--- src/rtl/wb_burst_master_if.sv ---
// wb_burst_master_if: Wishbone classic bus between the burst master and its slave
interface wb_burst_master_if #(parameter int dw = 32, parameter int aw = 26);
  logic wb_cyc_o;
  logic wb_stb_o;
  logic wb_we_o;
  logic wb_ack_i;
  logic [aw-1:0] wb_addr_o;
  logic [dw-1:0] wb_dat_o;
  logic [dw-1:0] wb_dat_i;
  logic [dw/8-1:0] wb_sel_o;
  modport master(output wb_cyc_o, wb_stb_o, wb_we_o, wb_addr_o, wb_dat_o, wb_sel_o, input wb_ack_i, wb_dat_i);
  modport slave(input wb_cyc_o, wb_stb_o, wb_we_o, wb_addr_o, wb_dat_o, wb_sel_o, output wb_ack_i, wb_dat_i);
endinterface

--- src/rtl/wb_burst_master.sv ---
// wb_burst_master: command-driven Wishbone burst master; ACK timeout abort built when WB_MST_TIMEOUT_EN is defined
module wb_burst_master #(
  parameter int dw = 32,
  parameter int aw = 26,
  parameter int TIMEOUT_CYC = 1024
) (
  input  logic wb_clk_i,
  input  logic RESETN,
  input  logic cmd_valid,
  output logic cmd_ready,
  input  logic cmd_we,
  input  logic [aw-1:0] cmd_addr,
  input  logic [7:0] cmd_len,
  input  logic wdat_valid,
  output logic wdat_ready,
  input  logic [dw-1:0] wdat,
  input  logic [dw/8-1:0] wdat_sel,
  output logic rdat_valid,
  output logic [dw-1:0] rdat,
  output logic rdat_last,
  output logic busy,
  output logic err,
  wb_burst_master_if.master wb
);
  typedef enum logic [1:0] {IDLE, RUN, GAP, DONE} state_t;
  state_t state, state_nx;
  logic we_r, hr_v, hr_v_nx, accept, ack, last, wtake, abort;
  logic [aw-1:0] addr_r;
  logic [8:0] beats_left, load_left, len1;
  logic [dw-1:0] hr_d;
  logic [dw/8-1:0] hr_s;
  assign len1 = cmd_len == 8'd0 ? 9'd1 : {1'b0, cmd_len};
  assign accept = state == IDLE && cmd_valid;
  assign ack = wb.wb_ack_i && state == RUN;
  assign last = ack && beats_left == 9'd1;
  // the first write word is taken together with its command so STB can rise on the next cycle
  assign wdat_ready = state == IDLE ? cmd_valid && cmd_we
                    : we_r && (state == RUN || state == GAP) && load_left != 9'd0 && (!hr_v || ack);
  assign wtake = wdat_ready && wdat_valid;
  assign hr_v_nx = wtake || (hr_v && !ack);
`ifdef WB_MST_TIMEOUT_EN
  localparam int tw = $clog2(TIMEOUT_CYC + 1);
  logic [tw-1:0] tmo;
  logic ack_wait;
  assign ack_wait = state == RUN && !wb.wb_ack_i;
  assign abort = ack_wait && tmo == tw'(TIMEOUT_CYC - 1);
  always_ff @(posedge wb_clk_i or negedge RESETN)
    if (!RESETN) begin
      tmo <= '0;
      err <= 1'b0;
    end else begin
      tmo <= ack_wait ? tmo + 1'b1 : '0;
      err <= abort;
    end
`else
  assign abort = 1'b0;
  assign err = 1'b0;
`endif
  always_ff @(posedge wb_clk_i or negedge RESETN)
    if (!RESETN) begin
      state <= IDLE;
      we_r <= 1'b0;
      addr_r <= '0;
      beats_left <= '0;
      load_left <= '0;
      hr_v <= 1'b0;
      hr_d <= '0;
      hr_s <= '0;
      rdat_valid <= 1'b0;
      rdat <= '0;
      rdat_last <= 1'b0;
    end else begin
      state <= state_nx;
      rdat_valid <= ack && !we_r;
      rdat_last <= last && !we_r;
      if (ack && !we_r) rdat <= wb.wb_dat_i;
      if (accept) begin
        we_r <= cmd_we;
        addr_r <= cmd_addr & ~aw'(dw / 8 - 1);
        beats_left <= len1;
        load_left <= len1 - 9'(wtake);
      end else begin
        if (ack) addr_r <= addr_r + aw'(dw / 8);
        if (ack) beats_left <= beats_left - 9'd1;
        if (wtake) load_left <= load_left - 9'd1;
      end
      hr_v <= abort ? 1'b0 : hr_v_nx;
      if (wtake) hr_d <= wdat;
      if (wtake) hr_s <= wdat_sel;
    end
  always_comb begin
    state_nx = state;
    cmd_ready = state == IDLE;
    busy = state != IDLE;
    wb.wb_cyc_o = state == RUN || state == GAP;
    wb.wb_stb_o = state == RUN;
    wb.wb_we_o = we_r && wb.wb_cyc_o;
    wb.wb_addr_o = addr_r;
    wb.wb_dat_o = hr_d;
    wb.wb_sel_o = wb.wb_cyc_o && !we_r ? '1 : hr_s;
    case (state)
      IDLE: if (accept) state_nx = cmd_we && !wdat_valid ? GAP : RUN;
      RUN: state_nx = last || abort ? DONE : we_r && !hr_v_nx ? GAP : RUN;
      GAP: if (hr_v_nx) state_nx = RUN;
      default: state_nx = IDLE;
    endcase
  end
endmodule

--- src/flat_wrapper.sv ---
// flat-port wrapper written by rule: the top's interface ports become plain ports
module wb_burst_master_flat 
#(
  parameter int dw = 32,
  parameter int aw = 26,
  parameter int TIMEOUT_CYC = 1024
)
  (wb_clk_i, RESETN, cmd_valid, cmd_ready, cmd_we, cmd_addr, cmd_len, wdat_valid, wdat_ready, wdat, wdat_sel, rdat_valid, rdat, rdat_last, busy, err, wb_wb_cyc_o, wb_wb_stb_o, wb_wb_we_o, wb_wb_addr_o, wb_wb_dat_o, wb_wb_sel_o, wb_wb_ack_i, wb_wb_dat_i);
  wb_burst_master_if #(.dw(dw), .aw(aw)) wb_i ();
  input  logic wb_clk_i;
  input  logic RESETN;
  input  logic cmd_valid;
  output logic cmd_ready;
  input  logic cmd_we;
  input  logic [aw-1:0] cmd_addr;
  input  logic [7:0] cmd_len;
  input  logic wdat_valid;
  output logic wdat_ready;
  input  logic [dw-1:0] wdat;
  input  logic [dw/8-1:0] wdat_sel;
  output logic rdat_valid;
  output logic [dw-1:0] rdat;
  output logic rdat_last;
  output logic busy;
  output logic err;
  output wire logic [$bits(wb_i.wb_cyc_o)-1:0] wb_wb_cyc_o;
  output wire logic [$bits(wb_i.wb_stb_o)-1:0] wb_wb_stb_o;
  output wire logic [$bits(wb_i.wb_we_o)-1:0] wb_wb_we_o;
  output wire logic [$bits(wb_i.wb_addr_o)-1:0] wb_wb_addr_o;
  output wire logic [$bits(wb_i.wb_dat_o)-1:0] wb_wb_dat_o;
  output wire logic [$bits(wb_i.wb_sel_o)-1:0] wb_wb_sel_o;
  input wire logic [$bits(wb_i.wb_ack_i)-1:0] wb_wb_ack_i;
  input wire logic [$bits(wb_i.wb_dat_i)-1:0] wb_wb_dat_i;
  assign wb_wb_cyc_o = wb_i.wb_cyc_o;
  assign wb_wb_stb_o = wb_i.wb_stb_o;
  assign wb_wb_we_o = wb_i.wb_we_o;
  assign wb_wb_addr_o = wb_i.wb_addr_o;
  assign wb_wb_dat_o = wb_i.wb_dat_o;
  assign wb_wb_sel_o = wb_i.wb_sel_o;
  assign wb_i.wb_ack_i = wb_wb_ack_i;
  assign wb_i.wb_dat_i = wb_wb_dat_i;
  wb_burst_master #(.dw(dw), .aw(aw), .TIMEOUT_CYC(TIMEOUT_CYC)) u_core (.wb_clk_i(wb_clk_i), .RESETN(RESETN), .cmd_valid(cmd_valid), .cmd_ready(cmd_ready), .cmd_we(cmd_we), .cmd_addr(cmd_addr), .cmd_len(cmd_len), .wdat_valid(wdat_valid), .wdat_ready(wdat_ready), .wdat(wdat), .wdat_sel(wdat_sel), .rdat_valid(rdat_valid), .rdat(rdat), .rdat_last(rdat_last), .busy(busy), .err(err), .wb(wb_i));
endmodule
--- config.mk ---
export PLATFORM = sky130hd
export DESIGN_NAME = wb_burst_master_flat
export DESIGN_NICKNAME = d
export VERILOG_FILES = /design/src/rtl/wb_burst_master_if.sv /design/src/rtl/wb_burst_master.sv /design/src/flat_wrapper.sv
export SDC_FILE = /design/constraint.sdc
export NUM_CORES = 1
export LEC_CHECK = 0
export CORE_MARGIN = 2
export CORE_UTILIZATION = 44
export DETAILED_ROUTE_END_ITERATION = 8
export GPL_TIMING_DRIVEN = 0
export PLACE_DENSITY = 0.8
export SLEW_MARGIN = 20
export SYNTH_ARGS = -nofsm -noshare
export SYNTH_HDL_FRONTEND = slang
export SYNTH_SLANG_ARGS = --single-unit
--- constraint.sdc ---
create_clock -name wb_clk_i -period 3.5 [get_ports wb_clk_i]
set_clock_uncertainty 0.2 [all_clocks]
set_input_delay 0.7 -clock wb_clk_i [delete_from_list [all_inputs] [get_ports wb_clk_i]]
set_output_delay 0.7 -clock wb_clk_i [all_outputs]
set_load 0.05 [all_outputs]
==> results of run 1 <==
==> kinds of logic after synthesis <==
family	Yosys count
multiplexers	35
AND/OR/NAND/NOR	241
buffers and inverters	36
adder cells (fa/ha/maj)	11
other	1
AO/OA/AOI/OAI	61
flip-flops	116
XOR/XNOR	45
==> layer usage <==
layer	share of wire [%]	vias to the layer above	track usage, %
li1	-	2277	-
met1	40	2281	28.0
met2	49	219	39.5
met3	9.5	18	9.05
met4	1.6	0	8.17
met5	0	-	0
==> power breakdown <==
group / switching [W] / total [W] / internal (W)
clock: 0.000577 / 0.00161 / 0.00104
sequential: 0.000514 / 0.00250 / 0.00199
combinational: 0.00326 / 0.00504 / 0.00178
total: 0.00435 / 0.00916 / 0.00480
==> sequential cells by signal, indices dropped and copies added, names as in the netlist <==
register             flops
u_core.wb.wb_addr_o     24
u_core.load_left         9
u_core.rdat             32
u_core.hr_s              4
u_core.beats_left        9
u_core.wb.wb_dat_o      32
u_core.we_r              1
u_core.rdat_valid        1
u_core.hr_v              1
u_core.rdat_last         1
u_core.state             2
==> worst paths after layout <==
check,start,end,slack [ns],cells after the start
setup / recovery,u_core.state[1],wdat_ready,0.17,6
hold / removal,RESETN,u_core.rdat[7],0.04,1
setup reg to reg,u_core.state[0],u_core.load_left[6],0.26,14
hold reg to reg,u_core.hr_s[3],u_core.hr_s[3],0.27,2
max in group asynchronous,RESETN,u_core.wb.wb_dat_o[22],2.38,2
min in group wb_clk_i,u_core.hr_s[3],u_core.hr_s[3],0.27,2
==> metrics by stage <==
step / worst slack, ns / hold slack, ns / util, %
finish: 0.166 / 0.0383 / 69.1
global route: 0.0220 / 0.0632 / 69.1
CTS: 0.113 / 0.0461 / 68.9
detailed placement: -0.607 / 0.262 / 64.2
global placement: -2.93 / 0.252 / 64.0
floorplan: 0.0854 / 0.204 / -
==> Yosys cell counts (2+ instances only) <==
| library cell | n | area, um^2 |
|---|---|---|
| buf_2 | 8 | 40.0 |
| o2111ai_1 | 3 | 26.3 |
| nand2b_1 | 7 | 43.8 |
| a21oi_1 | 40 | 200 |
| and4_1 | 2 | 17.5 |
| clkbuf_1 | 12 | 45.0 |
| or2_2 | 2 | 12.5 |
| o21ai_0 | 4 | 20.0 |
| and3_1 | 4 | 25.0 |
| nand4_1 | 11 | 68.8 |
| xnor2_1 | 14 | 123 |
| nand3_1 | 12 | 60.1 |
| o211ai_1 | 4 | 30.0 |
| inv_1 | 9 | 33.8 |
| dfrtp_1 | 116 | 2900 |
| nand3b_1 | 3 | 22.5 |
| mux2i_1 | 3 | 30.0 |
| nor4_1 | 3 | 18.8 |
| xor2_1 | 31 | 272 |
| nor3_1 | 7 | 35.0 |
| nor2_1 | 47 | 176 |
| and2_1 | 2 | 12.5 |
| buf_4 | 5 | 37.5 |
| mux2_2 | 32 | 360 |
| ha_1 | 11 | 138 |
| nor4_4 | 2 | 42.5 |
| nor2b_1 | 3 | 18.8 |
| nand2_1 | 129 | 484 |
==> area by class of cell <==
class / count / share of cell area (%)
timing repair buffer: 207 / 25.0
sequential: 116 / 34.7
buffer: 26 / 1.60
tap: 168 / 2.51
inverter: 10 / 0.448
multi-input combinational: 396 / 29.3
clock buffer: 25 / 5.92
clock inverter: 5 / 0.598
==> worst max-delay path, cell delays in order, from the launching register on <==
cell and delay [ns]:
dfrtp_1 0.42, inv_1 0.13, ha_1 0.32, and3_1 0.24
buf_1 0.35, or2_2 0.20, clkdlybuf4s15_2 0.36
==> timing repair <==
action	in CTS	in global routing
pin swaps	1	0
endpoints found under the setup margin	4	2
cloned	0	0
gates resized for setup	5	5
setup buffers	2	0
hold buffers	0	0
==> impl_summary.log, run 1 <==
[metrics] slew at the pin with the worst max-slew slack: 0.588 ns
[metrics] synthesized instance count: 546
[metrics] area inside the core boundary: 0.0121 mm^2
[metrics] detailed-placement wirelength estimate: 11.2 mm
[metrics] commonest non-fill, non-tap cells in the layout: clkdlybuf4s50_1, nand2_1, dfrtp_1
[metrics] largest family of logic cells by synthesized area: simple AND/OR/NAND/NOR gates
[metrics] number of buffers inserted during clock tree synthesis: 17
[metrics] H-tree levels: 4
[metrics] critical-path maximum fanout: 10
[metrics] count of endpoints failing hold in the final timing report: 0
[metrics] portion of netlist area occupied by mux cells: 7.11%
[metrics] Final period util: 95.3%
[metrics] sinks on the clock net: 116
[metrics] post-route ant nets: 0
[metrics] startpoint types: flip-flop
[metrics] number of optimization iterations in the first detailed-route pass: 5
[metrics] instance count after placement with tap cells included: 921
[metrics] fmax: 0.300 GHz
[metrics] count of input and output buffers: 204
[metrics] Max Cap Violations: 0
[metrics] clock transition at the register clock pins on the worst setup and hold paths after CTS: 0.05 ns
[metrics] endpoint kind of the worst setup timing path: output pin
[metrics] number of antenna violations at the first check in global routing: 0
[metrics] Total GRT Usage: 23.6%
[metrics] synthesized-area fraction occupied by ao, oa, aoi and oai cells: 6.95%
[metrics] Data arrival, critical path: 2.43 ns
[metrics] synthesis-to-layout area growth: 52.4%
[metrics] unrepaired setup endpoints after global routing: false
[metrics] via total after detailed routing: 4795
[metrics] number of top-level pins: 211
[metrics] number of synthesized flops with an enable pin: 0
[metrics] maximum number of pins on one net before global-route repair: 66
[metrics] vias in the first global route: 5026
[metrics] worst vdd rail ir drop: 0.000641 V
[metrics] Data required, critical path: 2.60 ns
[metrics] path category of the worst min-delay check: input pin to asynchronous set/reset pin
[metrics] class of the most critical setup path: flip-flop to output pin
[metrics] crit path time final: 3.33 ns
[metrics] Setup Viol. Count Final: 0
[metrics] fraction of registers with async set/reset: 100%
[metrics] # nets final: 893
[metrics] area share of fa/ha/maj cells after synthesis: 2.51%
[metrics] Mean Syn Cell Area: 10.1 um^2
[metrics] leading register cell type out of synthesis: dfrtp_1
[metrics] static leakage: 3.62 nW
[metrics] RePlAce Congestion: 0.848
[metrics] Power Density: 1090 mW/mm^2
[metrics] die area: 0.0134 mm^2
[metrics] simple-gate area share of the yosys netlist: 20.2%
[metrics] final global-route overflow total: 0
[metrics] fraction of layout cells with a size suffix above 1: 12.0%
[metrics] most common cell after layout, fill and taps aside: clkdlybuf4s50_1
[metrics] final-report max-slew violation count: 0
[metrics] number of vias per cell: 5.03
[metrics] relative slew slack: 60.7%
[metrics] Yosys Warn Count: 0
[metrics] clock network latency to the later pin of the worst-skew pair: 0.41 ns
[metrics] TritonCTS clock tree: yes
[metrics] footprint of the multi-input gates: 0.00245 mm^2
[metrics] post-synth design cell area: 0.00549 mm^2
[metrics] fill cell total of the finished layout: 950
[metrics] post-layout instance count excluding filler cells: 953
[metrics] DRC violations left: 0
[metrics] sum of internal, switching and leakage power: 0.00916 W
[metrics] number of antenna diodes: 0
[metrics] number of violations reported at the end of detailed-routing iteration 0: 345
[metrics] vertical die dimension: 116 um
[metrics] Synth Area in XOR/XNOR: 7.18%
[metrics] starting density of the core: 45.3%
[metrics] FF+latch area: 0.00290 mm^2
[metrics] status: completed
[metrics] post-synthesis register bit count: 116
[metrics] library cell used as clock root buffer: clkbuf_16
[metrics] per-cell routed wire length: 16.0 um
[metrics] Detailed Route WL: 15.3 mm
[metrics] # rows: 40
[metrics] global-route wire length before repair: 24.5 mm
[metrics] Die Width: 116 um
[metrics] CTS Buffer Depth: 2
[metrics] number of different library cells in the post-synthesis netlist: 48
[metrics] Placement Cell Area: 0.00778 mm^2
[metrics] Setup Total Neg Slack: 0 ns
[metrics] proportion of synthesized chip area in sequential cells: 52.9%
[metrics] total non-filler cell area in the finished layout: 0.00837 mm^2
Power figures use the tool's default switching activity.
==> run 2, diff against run 1 <==
SLEW_MARGIN = unset   (was 20)
==> run 2 against run 1 <==
Against the previous run:
- sequential power about the same
- count of clock-buffer cells in the layout shrank 3
- register-to-register slack about the same
- hold slack better by 0.23 ns
- cell count increased by 0.21%
- utilization increased by 0.46 points
- highest routed layer unchanged
- total power grew 1.4%
- non-clock buffer count is the same
==> impl_summary.log, run 2 (synthesis results as in run 1) <==
[metrics] unrepaired setup endpoints after global routing: false (unchanged)
[metrics] number of antenna diodes: 0 (unchanged)
[metrics] clock network latency to the later pin of the worst-skew pair: 0.40 ns (was 0.41 ns)
[metrics] vertical die dimension: 116 um (unchanged)
[metrics] final global-route overflow total: 0 (unchanged)
[metrics] area inside the core boundary: 0.0121 mm^2 (unchanged)
[metrics] number of optimization iterations in the first detailed-route pass: 5 (unchanged)
[metrics] fraction of layout cells with a size suffix above 1: 12.3% (was 12.0%)
[metrics] class of the most critical setup path: flip-flop to output pin (unchanged)
[metrics] H-tree levels: 4 (unchanged)
[metrics] status: completed (unchanged)
[metrics] clock transition at the register clock pins on the worst setup and hold paths after CTS: 0.05 ns (about the same)
[metrics] library cell used as clock root buffer: clkbuf_16 (unchanged)
[metrics] count of endpoints failing hold in the final timing report: 0 (unchanged)
[metrics] relative slew slack: 61.5% (was 60.7%)
[metrics] number of vias per cell: 5.01 (was 5.03)
[metrics] number of top-level pins: 211 (unchanged)
[metrics] Power Density: 1100 mW/mm^2 (was 1090 mW/mm^2)
[metrics] path category of the worst min-delay check: flip-flop to flip-flop (was input pin to asynchronous set/reset pin)
[metrics] commonest non-fill, non-tap cells in the layout: clkdlybuf4s50_1, nand2_1, dfrtp_1 (unchanged)
[metrics] static leakage: 3.65 nW (was 3.62 nW)
[metrics] detailed-placement wirelength estimate: 11.2 mm (about the same)
[metrics] vias in the first global route: 4998 (was 5026)
[metrics] synthesis-to-layout area growth: 53.5% (was 52.4%)
[metrics] CTS Buffer Depth: 2 (unchanged)
[metrics] number of violations reported at the end of detailed-routing iteration 0: 370 (was 345)
[metrics] final-report max-slew violation count: 0 (unchanged)
[metrics] fill cell total of the finished layout: 965 (was 950)
[metrics] Detailed Route WL: 15.1 mm (was 15.3 mm)
[metrics] Max Cap Violations: 0 (unchanged)
[metrics] Data arrival, critical path: 2.40 ns (was 2.43 ns)
[metrics] sinks on the clock net: 116 (unchanged)
[metrics] count of input and output buffers: 204 (unchanged)
[metrics] starting density of the core: 45.3% (unchanged)
[metrics] critical-path maximum fanout: 4 (was 10)
[metrics] worst vdd rail ir drop: 0.000639 V (was 0.000641 V)
[metrics] post-layout instance count excluding filler cells: 955 (was 953)
[metrics] FF+latch area: 0.00290 mm^2 (unchanged)
[metrics] Setup Total Neg Slack: 0 ns (unchanged)
[metrics] TritonCTS clock tree: yes (unchanged)
[metrics] die area: 0.0134 mm^2 (unchanged)
[metrics] via total after detailed routing: 4780 (was 4795)
[metrics] Total GRT Usage: 23.3% (was 23.6%)
[metrics] endpoint kind of the worst setup timing path: output pin (unchanged)
[metrics] slew at the pin with the worst max-slew slack: 0.575 ns (was 0.588 ns)
[metrics] Die Width: 116 um (unchanged)
[metrics] fmax: 0.303 GHz (was 0.300 GHz)
[metrics] RePlAce Congestion: 0.848 (unchanged)
[metrics] post-route ant nets: 0 (unchanged)
[metrics] most common cell after layout, fill and taps aside: clkdlybuf4s50_1 (unchanged)
[metrics] footprint of the multi-input gates: 0.00245 mm^2 (unchanged)
[metrics] # rows: 40 (unchanged)
[metrics] Final period util: 94.4% (was 95.3%)
[metrics] Setup Viol. Count Final: 0 (unchanged)
[metrics] Data required, critical path: 2.60 ns (about the same)
[metrics] per-cell routed wire length: 15.8 um (was 16.0 um)
[metrics] maximum number of pins on one net before global-route repair: 94 (was 66)
[metrics] startpoint types: flip-flop (unchanged)
[metrics] crit path time final: 3.30 ns (was 3.33 ns)
[metrics] # nets final: 893 (unchanged)
[metrics] DRC violations left: 0 (unchanged)
[metrics] sum of internal, switching and leakage power: 0.00929 W (was 0.00916 W)
[metrics] number of buffers inserted during clock tree synthesis: 17 (unchanged)
[metrics] number of antenna violations at the first check in global routing: 0 (unchanged)
[metrics] instance count after placement with tap cells included: 921 (unchanged)
[metrics] global-route wire length before repair: 24.3 mm (was 24.5 mm)
run 2: path summary, 6_finish.rpt:
kind	startpoint	endpoint	slack (ns)	cells past startpoint
max	u_core.state[0]	wb_wb_sel_o[0]	0.20	5
min	u_core.hr_s[1]	u_core.hr_s[1]	0.27	2
max reg2reg	u_core.state[0]	u_core.load_left[6]	0.26	14
min reg2reg	u_core.hr_s[1]	u_core.hr_s[1]	0.27	2
max in group asynchronous	RESETN	u_core.wb.wb_dat_o[25]	1.84	3
min in group asynchronous	RESETN	u_core.rdat[11]	0.54	2
run 2: timing repair:
action                                  CTS  global route
resized for setup                         3             7
endpoints found under the setup margin    4             3
hold endpoints to repair                 23             0
pin swaps                                 1             0
hold buffers                              1             0
setup buffers                             1             0
run 2: layer usage:
layer	share of wire [%]	track usage (%)
met4	1.5	7.78
met5	0	0
met3	9.1	9.52
met2	49	39.1
met1	40	27.2
run 2: critical path, cell delays in order (launching register included):
cell and delay (ns):
dfrtp_1 0.45, inv_1 0.10, ha_1 0.37, nand2b_1 0.14, nand2b_1 0.11, clkdlybuf4s50_1 0.84
run 2: where the power goes:
part	internal (W)	switching [W]
sequential	0.00198	0.000509
clock	0.00117	0.000590
combinational	0.00178	0.00326
run 2: layout make-up:
cell class,count,share of cell area [%]
repair buffers,207,24.8
clock buffers,22,5.63
multi-input cells,396,29.1
clock inverters,10,1.53
inverters,10,0.445
plain buffers,26,1.62
flip-flops and latches,116,34.4
well taps,168,2.49
run 2: metrics by stage:
stage	setup slack [ns]	utilization, %	area (um^2)	hold slack, ns
6_report	0.195	69.6	8430	0.266
5_1_grt	0.0114	69.6	8430	0.298
4_1_cts	0.0143	69.4	8410	0.268
3_5_place_dp	-0.609	64.2	7780	0.262
3_3_place_gp	-2.93	64.0	7750	0.252
2_1_floorplan	0.0854	-	5500	0.204
==> run 3, diff against run 2 <==
CORE_UTILIZATION = 35   (was 44)
PLACE_DENSITY = 0.66   (was 0.8)
==> run 3 against run 2 <==
Against the previous run:
- die area rose by 25%
- final area fell by 0.16%
- sequential cell count did not move
- count of clock-buffer cells in the layout fell by 2
- via count rose by 0.59%
- first-iteration DRC count fell by 44%
- sequential share of layout area rose by 0.056 points
- register-to-register slack barely moved
- global-route usage fell by 4.4 points
- cell count rose by 4.2%
- combinational power barely moved
- critical path type unchanged
- largest cell class unchanged
- largest power group unchanged
==> impl_summary.log, run 3 (synthesis results as in run 1) <==
[metrics] status: completed (unchanged)
[metrics] Critical path origin: u_core.state[0] (unchanged)
[metrics] number of antenna diodes: 0 (unchanged)
[metrics] crit path time final: 3.35 ns (was 3.30 ns)
[metrics] sinks on the clock net: 116 (unchanged)
[metrics] count of endpoints failing hold in the final timing report: 0 (unchanged)
[metrics] minimum setup slack in the final design: 0.155 ns (was 0.195 ns)
[metrics] static leakage: 3.60 nW (was 3.65 nW)
[metrics] DRC violations left: 0 (unchanged)
[metrics] commonest non-fill, non-tap cells in the layout: clkdlybuf4s50_1, nand2_1, dfrtp_1 (unchanged)
[metrics] startpoint types: flip-flop (unchanged)
[metrics] number of cells on the worst reg-to-reg path: 14 (unchanged)
[metrics] number of buffers inserted during clock tree synthesis: 17 (unchanged)
[metrics] startpoint of the worst-slack reg-to-reg timing path: u_core.state[0] (unchanged)
[metrics] slew at the pin with the worst max-slew slack: 0.590 ns (was 0.575 ns)
[metrics] most common cell after layout, fill and taps aside: clkdlybuf4s50_1 (unchanged)
[metrics] number of optimization iterations in the first detailed-route pass: 4 (was 5)
[metrics] starting density of the core: 36.0% (was 45.3%)
[metrics] Data required, critical path: 2.60 ns (about the same)
[metrics] critical-path maximum fanout: 10 (was 4)
[metrics] class of the most critical setup path: flip-flop to output pin (unchanged)
[metrics] Layout Utilization: 55.1% (was 69.6%)
[metrics] worst-case hold slack: 0.0461 ns (was 0.266 ns)
[metrics] Total GRT Usage: 18.9% (was 23.3%)
[metrics] # rows: 45 (was 40)
[metrics] clock network latency to the later pin of the worst-skew pair: 0.41 ns (was 0.40 ns)
[metrics] Max Cap Violations: 0 (unchanged)
[metrics] RePlAce Congestion: 0.823 (was 0.848)
[metrics] Detailed Route WL: 15.1 mm (about the same)
[metrics] Die Width: 129 um (was 116 um)
[metrics] worst vdd rail ir drop: 0.000569 V (was 0.000639 V)
[metrics] CTS Buffer Depth: 2 (unchanged)
[metrics] vias in the first global route: 5030 (was 4998)
[metrics] count of input and output buffers: 204 (unchanged)
[metrics] final-report max-slew violation count: 0 (unchanged)
[metrics] library cell used as clock root buffer: clkbuf_16 (unchanged)
[metrics] number of antenna violations at the first check in global routing: 0 (unchanged)
[metrics] slack of the worst reg-to-reg path: 0.25 ns (was 0.26 ns)
[metrics] end of the critical path: wdat_ready (was wb_wb_sel_o[0])
[metrics] Power Density: 1080 mW/mm^2 (was 1100 mW/mm^2)
[metrics] count of hold buffers inserted by post-cts repair: 0 (was 1)
[metrics] Data arrival, critical path: 2.45 ns (was 2.40 ns)
[metrics] global-route wire length before repair: 24.7 mm (was 24.3 mm)
[metrics] area inside the core boundary: 0.0153 mm^2 (was 0.0121 mm^2)
[metrics] path category of the worst min-delay check: input pin to asynchronous set/reset pin (was flip-flop to flip-flop)
[metrics] clock transition at the register clock pins on the worst setup and hold paths after CTS: 0.05 ns (about the same)
[metrics] synthesis-to-layout area growth: 53.2% (was 53.5%)
[metrics] H-tree levels: 4 (unchanged)
[metrics] TritonCTS clock tree: yes (unchanged)
[metrics] Setup Total Neg Slack: 0 ns (unchanged)
[metrics] sum of internal, switching and leakage power: 0.00909 W (was 0.00929 W)
[metrics] via total after detailed routing: 4808 (was 4780)
[metrics] endpoint of the lowest-slack register-to-register path: u_core.load_left[6] (unchanged)
[metrics] number of vias per cell: 4.83 (was 5.01)
[metrics] final global-route overflow total: 0 (unchanged)
[metrics] maximum number of pins on one net before global-route repair: 62 (was 94)
[metrics] vertical die dimension: 129 um (was 116 um)
[metrics] per-cell routed wire length: 15.2 um (was 15.8 um)
[metrics] unrepaired setup endpoints after global routing: false (unchanged)
[metrics] detailed-placement wirelength estimate: 11.4 mm (was 11.2 mm)
[metrics] number of violations reported at the end of detailed-routing iteration 0: 206 (was 370)
[metrics] post-placement setup slack: -0.708 ns (was -0.609 ns)
[metrics] # nets final: 892 (was 893)
[metrics] relative slew slack: 60.5% (was 61.5%)
[metrics] endpoint kind of the worst setup timing path: output pin (unchanged)
[metrics] Final period util: 95.6% (was 94.4%)
[metrics] Setup Viol. Count Final: 0 (unchanged)
[metrics] fraction of layout cells with a size suffix above 1: 12.1% (was 12.3%)
[metrics] die area: 0.0167 mm^2 (was 0.0134 mm^2)
[metrics] number of top-level pins: 211 (unchanged)
[metrics] post-route ant nets: 0 (unchanged)
[metrics] fmax: 0.299 GHz (was 0.303 GHz)
## run 3: routing by layer
layer / GRT usage, % / vias up / share of wire (%)
met5: 0 / - / 0
met4: 7.16 / 0 / 2.0
met3: 7.64 / 22 / 10
met2: 30.6 / 200 / 47
met1: 22.6 / 2297 / 41
li1: - / 2289 / -
## run 3: worst min-delay path by stage
stage / endpoint / slack (ns) / cells past startpoint
floorplan: u_core.beats_left[0] / 0.20 / 0
detailed placement: u_core.hr_s[3] / 0.26 / 2
finish: u_core.rdat[12] / 0.05 / 1
global route: u_core.rdat[12] / 0.07 / 1
global placement: u_core.hr_s[2] / 0.25 / 2
CTS: u_core.rdat[12] / 0.05 / 1
## run 3: worst max-delay path, cell delays in order (launching register included)
cell             delay, ns
dfrtp_1               0.44
inv_1                 0.09
ha_1                  0.31
and3_1                0.21
clkbuf_2              0.20
or2_2                 0.33
clkdlybuf4s15_1       0.46
## run 3: where the power goes
| part | leakage (nW) | internal (W) | switching, W |
|---|---|---|---|
| clock network | 0.259 | 0.000995 | 0.000589 |
| registers | 1.38 | 0.00199 | 0.000512 |
| logic | 1.96 | 0.00178 | 0.00324 |
## run 3: final cells by class
type | instances | area, um^2
clock inverters | 10 | 85.1
inverters | 10 | 37.5
flip-flops and latches | 116 | 2900
well taps | 211 | 264
plain buffers | 26 | 138
repair buffers | 206 | 2080
multi-input cells | 396 | 2450
fillers | 1330 | 6850
clock buffers | 20 | 457
## run 3: per-stage QoR
stage	instances	area (um^2)
floorplan	548	5500
global placement	963	7800
detailed placement	964	7830
CTS	995	8390
global route	995	8410
finish	995	8410
## run 3: timing repair
item,4_1_cts,5_1_grt
endpoints found under the setup margin,4,4
pin swaps,1,0
gates resized for setup,3,7
buffers inserted,1,0
